$ cat config.mk
export PLATFORM = sky130hd
export DESIGN_NAME = eth_rx_frame
export DESIGN_NICKNAME = d
export VERILOG_FILES = /design/src/rtl/eth_pkg.sv /design/src/rtl/eth_crc32.sv /design/src/rtl/eth_rx_frame.sv
export SDC_FILE = /design/constraint.sdc
export NUM_CORES = 1
export LEC_CHECK = 0
export BUFFER_PORTS_ARGS = -buffer_cell sky130_fd_sc_hd__buf_2
export CAP_MARGIN = 10
export CORE_AREA = 2 2 140 142
export CTS_CLUSTER_SIZE = 12
export DETAILED_ROUTE_END_ITERATION = 16
export DIE_AREA = 0 0 142 144
export PLACE_DENSITY = 0.62
export SLEW_MARGIN = 20
export SYNTH_ARGS = -nofsm -noshare
export SYNTH_HDL_FRONTEND = slang
export SYNTH_HIERARCHICAL = 1
export SYNTH_SLANG_ARGS = --single-unit
$ cat constraint.sdc
create_clock -name clk50 -period 4.8 [get_ports clk50]
set_input_delay 1.2 -clock clk50 [delete_from_list [all_inputs] [get_ports clk50]]
set_output_delay 1.2 -clock clk50 [all_outputs]
set_load 0.02 [all_outputs]
$ cat src/rtl/eth_pkg.sv
// Shared constants and types for the Ethernet receive/transmit framing logic.
package eth_pkg;

    localparam logic [31:0] CRC32_POLY    = 32'hEDB88320;
    localparam logic [31:0] CRC32_INIT    = 32'hFFFFFFFF;
    localparam logic [31:0] CRC32_RESIDUE = 32'hDEBB20E3;

    localparam logic [7:0] PREAMBLE_BYTE = 8'h55;
    localparam logic [7:0] SFD_BYTE      = 8'hD5;

    // Bit positions inside the 3-bit frame status word
    localparam int ST_CRC_ERR = 0;
    localparam int ST_RUNT    = 1;
    localparam int ST_GIANT   = 2;

    typedef enum logic [1:0] {
        HUNT = 2'd0,
        DATA = 2'd1,
        DROP = 2'd2
    } rx_state_t;

endpackage

$ cat src/rtl/eth_crc32.sv
// Combinational CRC-32 update for one byte, reflected polynomial, LSB first.
// Also intended for the transmit-side FCS generator.
module eth_crc32
    import eth_pkg::*;
(
    input  logic [31:0] crc,
    input  logic [7:0]  data,
    output logic [31:0] crc_next
);

    // Eight serial LFSR steps unrolled into one cycle
    always_comb begin
        logic [31:0] c;
        c = crc ^ {24'h000000, data};
        for (int i = 0; i < 8; i++) begin
            if (c[0]) c = (c >> 1) ^ CRC32_POLY;
            else      c = c >> 1;
        end
        crc_next = c;
    end

endmodule

$ cat src/rtl/eth_rx_frame.sv
// Receive framing stage: finds the SFD, forwards frame bytes with the FCS
// stripped through a 4-byte delay line, checks CRC and length, and keeps
// good/bad frame counters.
//
// state | meaning
// HUNT  | idle or in preamble, waiting for the SFD byte
// DATA  | inside a frame, bytes go through CRC, length count and delay line
// DROP  | malformed preamble, discard everything until end of carrier
module eth_rx_frame
    import eth_pkg::*;
#(
    parameter int MIN_LEN = 64,
    parameter int MAX_LEN = 1518
) (
    input  logic        clk50,
    input  logic        reset,
    input  logic [7:0]  rxdata,
    input  logic        rxvalid,
    input  logic        rxeop,
    output logic [7:0]  out_data,
    output logic        out_valid,
    output logic        out_sop,
    output logic        out_eop,
    output logic [2:0]  out_status,
    output logic [15:0] frames_ok,
    output logic [15:0] frames_bad
);

    localparam logic [10:0] MIN_L   = 11'(MIN_LEN);
    localparam logic [10:0] MAX_L   = 11'(MAX_LEN);
    localparam logic [10:0] LEN_SAT = 11'h7FF;

    rx_state_t   state, state_next;
    logic [31:0] crc, crc_next;
    logic [10:0] len;
    logic [7:0]  dly [4];
    logic [2:0]  fill;
    logic        first_pending;
    logic [2:0]  status;

    eth_crc32 u_crc (
        .crc      (crc),
        .data     (rxdata),
        .crc_next (crc_next)
    );

    // Frame check result, evaluated against the registers as they stand at rxeop
    always_comb begin
        status             = 3'b000;
        status[ST_CRC_ERR] = (crc != CRC32_RESIDUE);
        status[ST_RUNT]    = (len < MIN_L);
        status[ST_GIANT]   = (len > MAX_L);
    end

    // State register
    always_ff @(posedge clk50) begin
        if (reset) state <= HUNT;
        else       state <= state_next;
    end

    // Next-state decode
    always_comb begin
        state_next = state;
        case (state)
            HUNT: begin
                if (rxvalid) begin
                    if (rxdata == SFD_BYTE)           state_next = DATA;
                    else if (rxdata != PREAMBLE_BYTE) state_next = DROP;
                end
            end
            DATA:    if (rxeop) state_next = HUNT;
            DROP:    if (rxeop) state_next = HUNT;
            default: state_next = HUNT;
        endcase
    end

    // Datapath: CRC, length, delay line, registered outputs and counters
    always_ff @(posedge clk50) begin
        if (reset) begin
            crc           <= CRC32_INIT;
            len           <= 11'd0;
            fill          <= 3'd0;
            first_pending <= 1'b0;
            for (int i = 0; i < 4; i++) dly[i] <= 8'h00;
            out_data      <= 8'h00;
            out_valid     <= 1'b0;
            out_sop       <= 1'b0;
            out_eop       <= 1'b0;
            out_status    <= 3'b000;
            frames_ok     <= 16'h0000;
            frames_bad    <= 16'h0000;
        end else begin
            out_valid  <= 1'b0;
            out_sop    <= 1'b0;
            out_eop    <= 1'b0;
            out_status <= 3'b000;
            case (state)
                HUNT: begin
                    if (rxvalid && rxdata == SFD_BYTE) begin
                        crc           <= CRC32_INIT;
                        len           <= 11'd0;
                        fill          <= 3'd0;
                        first_pending <= 1'b1;
                    end
                end
                DATA: begin
                    if (rxvalid) begin
                        crc <= crc_next;
                        if (len != LEN_SAT) len <= len + 11'd1;
                        dly[0] <= rxdata;
                        dly[1] <= dly[0];
                        dly[2] <= dly[1];
                        dly[3] <= dly[2];
                        // Once four bytes are held, the oldest is known not to be FCS
                        if (fill == 3'd4) begin
                            out_valid     <= 1'b1;
                            out_data      <= dly[3];
                            out_sop       <= first_pending;
                            first_pending <= 1'b0;
                        end else begin
                            fill <= fill + 3'd1;
                        end
                    end else if (rxeop) begin
                        out_eop    <= 1'b1;
                        out_status <= status;
                        fill       <= 3'd0;
                        if (status == 3'b000) begin
                            if (frames_ok != 16'hFFFF) frames_ok <= frames_ok + 16'd1;
                        end else begin
                            if (frames_bad != 16'hFFFF) frames_bad <= frames_bad + 16'd1;
                        end
                    end
                end
                default: ;
            endcase
        end
    end

endmodule
Word level (Yosys, flattened, before mapping)
Memories as Yosys holds them, arrays and structs flattened. A register that Yosys moved wholly into a read port is not among the register bits.
Cells that the tools add are included.
Cells by class
  add/subtract/negate cells: 4
  bitwise operators: 18
  reduce and logical (&&, ||, !) cells: 17
  muxes and demuxes: 41
  eq/ne operators: 18
  order comparisons: 2
Operator list (count)
  $mux 32: 10
  $not 13->14: 8
  $pmux 32 s2: 1
  $mux 11: 3
  $add 16x1->16 const B: 2
  $mux 8: 4
  $ne 16x16->1 const B: 2
  $ne 32x32->1 const B: 1
  $xor 32x8->32: 1
  $pmux 11 s2: 1
  $mux 3: 4
  $reduce_and 4->1: 3
  $add 11x1->11 const B: 1
  $gt 11x11->1 const B: 1
  $lt 11x7->1 const B: 1
  $mux 1: 11
  $ne 11x11->1 const B: 1
  $ne 2x2->1 const B: 5
  $reduce_and 5->1: 2
  $ne 3x3->1 const B: 3
  $reduce_and 3->1: 3
  $eq 8x8->1 const B: 1
  $mux 2: 4
  $ne 8x7->1 const B: 1
  17 further kinds: 26
Storage, ports and cells
  register bits: 87
  word-level logic and storage cells: 112
  memories kept: 1
  output and inout bits: 46
  RAM bits: 32
Memories
  dly: words 4, bits a word 8, rd ports 4, clocked after memory_dff 1, write ports 4, line eth_rx_frame.sv:36  | logic [7:0] dly [4];

Depth between registers and ports, before layout
  depth in word-level cells: 19
  gate-level depth with buffers: 10
  mapped depth without buffers: 7

Modules after synthesis
Netlist, hierarchy kept.
Modules (own cells, without submodules)
  eth_rx_frame: times used 1, cells an instance 615, area each 5547.8 um^2, sequential area each 2862.7 um^2
  eth_crc32: times used 1, cells an instance 64, area each 954.7 um^2, sequential area each 0.0 um^2

Least setup slack after synthesis
Ideal clock, no wire load.
  path type: input-to-reg
  from: input port reset
  to: memory dly[0][0], enable pin
  path buffers: 2
  cell stages on the path: 3
  library setup time: 394 ps
  data required time: 4406 ps
  setup slack: 1808 ps
  data arrival time: 2598 ps
  path through: clkbuf_1 buf_1 nand2b_1
RTL lines
  from (decl): line eth_rx_frame.sv:16  | input logic reset,
  to (decl): line eth_rx_frame.sv:36

Worst setup path after layout
  from: input port rxdata[5]
  to: register len[10]
Between the ends
  word-level cells in the longest chain between the ends: 4
RTL lines
  from (decl): line eth_rx_frame.sv:17  | input logic [7:0] rxdata,
  $eq 8x8->1: line eth_rx_frame.sv:99  | if (rxvalid && rxdata == SFD_BYTE) begin
  $logic_and 1x1->1: line eth_rx_frame.sv:99
  $ne 2x2->1 (no line)
  $reduce_and 4->1 (no line)
  to (signal assigned): line eth_rx_frame.sv:109  | if (len != LEN_SAT) len <= len + 11'd1;
  to (decl): line eth_rx_frame.sv:35  | logic [10:0] len;
No other way between the ends.
A chain may end at the register's enable or synchronous reset.

==> qor.csv <==
metric,value,unit
core_area,0.0191,sq mm
critical_path_class,input pin to flip-flop,
fin_setup_tns,0,ns
rsz0062_at_grt,no,
max_freq,0.303,GHz
pwr-share-seq,0.428,
netlist_area,0.00650,sq mm
relSlewSlack,0.333,
post_cts_buffers,0,
wl_met2,6.71,mm
ys_seq_elements,127,
dp.cells,944,
met3_length,579,um
cts.sinks,127,
ys.flop_type,dfxtp_1,
cts_tree,built,
start_kind,input pin,
diodes,0,
finalPower,2.59,mW
end_kind,flip-flop,
synth.distinct_cells,56,
avgSynthCellArea,9.58,sq um
p_switching,0.604,mW
syn-num-nets,698,
tightest_slew,1.00,ns
synth_area_leaders,"dfxtp_1 (29%), edfxtp_1 (15%), nand2_1 (6.1%)",
grt_pass1_wl,23.5,mm
drt_pass1_iterations,4,
fin_cells,976,
yosysSeqAreaShare,0.440,
synthArstFlopShare,0,
slowest_stage,nor4_1,
period_needed,3.30,ns
io_buffers,57,
ctsHtreeMaxLevel,4,
p_per_area,341,mW/mm^2
synth_area_leader_cell,dfxtp_1,
synth_edf_count,32,
path_clk_slew,0.06,ns
crit_path_max_incr_delay,0.78,ns
setup_slack,1.50,ns
fin_nets,744,
area_growth_syn_to_layout,16.7,%
grt_pass1_vias,4519,
switching_share,0.233,
worstSkewPairLatency,0.42,ns
drt-initial-drc-count,254,
place_hpwl,9.58,mm
hold_viol_final,0,
die_w,142,um
cp.required,5.12,ns
cap_violations,0,
antenna_left,0,
yosys_warnings,6,
drv_slew,0,
numCtsBuffers,17,
finalCritPeriodShare,0.688,
cts-root-buf,clkbuf_16,
internal_power,1.98,mW
cts_resized,0,
topRoutingLayerUsed,met4,
via_count,5021,
clockBufferDepth,2,
cts_hold_buf,0,
synthCells,679,
place_congestion,0.823,
vias_per_cell,5.14,
met1Wirelength,6.74,mm
grtUsageTotal,0.145,
peakVddDrop,0.000195,V
worst-path-buf-inv,2,
hold_ws,0.449,ns
grt-ovfl-total,0,
wl_per_cell,14.6,um
drcViolationCount,0,
grt_max_degree,35,
p_comb_frac,0.070,
layout-drive-gt1-share,0.169,
dieHeight,144,um
rows,51,
start_util,0.341,
hp-class,flip-flop to flip-flop,
pwr-share-clk,0.502,
io_pins,58,
routed_wl,14.3,mm
leakage,3.08,nW
synth_top_area_frac,0.292,
antenna_found_initial,0,
fillCellCount,1900,
setup_viol,0,
timing.critical_path.cells,"buf_2, nand4b_1, or3_1, nor4_1, nor2_2, buf_4, o21a_1",
finClkSkew,0.00870,ns
crit_arrival,3.62,ns
cp_top_family,simple AND/OR/NAND/NOR gates,
die_area,0.0204,sq mm
crit_fanout,17,
outcome,completed,
pre_cts_ws,1.12,ns
[metrics by stage]
| stage | instance area [sq um] | utilization |
|---|---|---|
| finish | 7590 | 0.398 |
| floorplan | 6500 | - |
| CTS | 7590 | 0.398 |
| global placement | 7000 | 0.367 |
| global route | 7590 | 0.398 |
| detailed placement | 7000 | 0.367 |
[worst min-delay path, stage by stage (launching register included)]
cell,delay (ns)
dfxtp_1,0.30
nand2_1,0.05
a21oi_1,0.05
[layer usage]
layer | up-vias | global-route usage
met4 | 0 | 0.0521
met2 | 108 | 0.234
met5 | - | 0
met1 | 2375 | 0.189
met3 | 19 | 0.0384
li1 | 2519 | -
[cell type report]
| cell class | instances | area (sq um) | area share |
|---|---|---|---|
| multi-input combinational | 503 | 3450 | 0.455 |
| sequential | 127 | 2860 | 0.377 |
| clock buffer | 18 | 439 | 0.0579 |
| timing repair buffer | 65 | 345 | 0.0455 |
| tap | 238 | 298 | 0.0392 |
| clock inverter | 14 | 154 | 0.0203 |
| inverter | 11 | 41.3 | 0.00544 |
[final timing paths]
kind                    start  cells after the start  slack [ns]           end
setup reg to reg       crc[6]                      5        1.67  frames_ok[6]
hold / removal    out_data[0]                      2        0.45   out_data[0]
hold reg to reg   out_data[0]                      2        0.45   out_data[0]
setup / recovery    rxdata[5]                      7        1.50       len[10]
[sequential cells by signal, indices dropped and copies added (netlist names)]
signal	flops
state	2
dly	32
out_data	8
frames_bad	16
fill	3
out_sop	1
out_valid	1
first_pending	1
out_status	3
frames_ok	16
crc	32
len	11
out_eop	1
[placed cells by master, fill, tap and decap left out, types with 3 or more instances in the layout]
cell type,Yosys,routed
dfxtp_1,95,95
nor2_1,27,26
xor3_1,6,6
inv_1,10,10
nand2_1,105,105
edfxtp_1,32,32
clkbuf_16,0,17
o31ai_1,8,8
xor2_1,7,7
o21ai_0,20,20
xnor3_1,11,11
xnor2_2,8,8
nand4_1,20,20
and2_1,36,36
a21oi_1,43,43
buf_4,0,8
clkinv_2,0,3
mux2_2,9,9
a311oi_1,3,3
buf_2,1,57
xnor2_4,4,4
and4_1,4,4
or3_1,12,12
nor2b_1,10,10
a211oi_1,4,4
nor3b_1,4,4
and3_1,8,8
xnor2_1,26,26
nor4_1,7,7
nand4b_1,10,10
inv_6,0,5
a31oi_1,4,4
nor3_1,7,7
nand3_1,52,52
or4_1,12,12
ha_1,7,7
nand2b_1,6,6
[cell families (layout without fill, tap and decap cells)]
family,count (synthesis),in the layout,share of synthesized area
muxes,10,10,0.0171
adders and majority gates,7,7,0.0135
xor gates and xnor gates,64,64,0.148
DFF,127,127,0.440
AOI/OAI and AO/OA,94,94,0.0854
buffers and inverters,49,108,0.0296
and+or+nand+nor,328,328,0.267
[cells in the mapped netlist (2+ instances only)]
library cell	count
o31ai_1	8
a311oi_1	3
mux2_2	9
xor2_1	7
nor3_1	7
nor2b_1	10
and2_1	36
or3_1	12
and4_1	4
or4_1	12
xnor2_1	26
xor3_1	6
xnor2_4	4
inv_1	10
nand4_1	20
nand4b_1	10
xnor2_2	8
ha_1	7
xnor3_1	11
edfxtp_1	32
nand3_1	52
nand2b_1	6
and4b_1	2
and3_1	8
o21ai_0	20
a41oi_1	2
clkbuf_1	33
a21o_1	2
o21a_1	2
a21oi_1	43
nand2_1	105
nor4_1	7
nor3b_1	4
nor2_1	27
buf_1	3
a211oi_1	4
a31oi_1	4
dfxtp_1	95
[power groups by stage]
stage / clock network (mW) / registers [mW] / logic [mW]
finish: 1.30 / 1.11 / 0.180
global route: 1.38 / 1.11 / 0.194
CTS: 1.33 / 1.11 / 0.181
detailed placement: 0 / 1.13 / 0.180
global placement: 0 / 1.13 / 0.182
floorplan: 0 / 1.13 / 0.141
(Power assumes the default switching activity.)
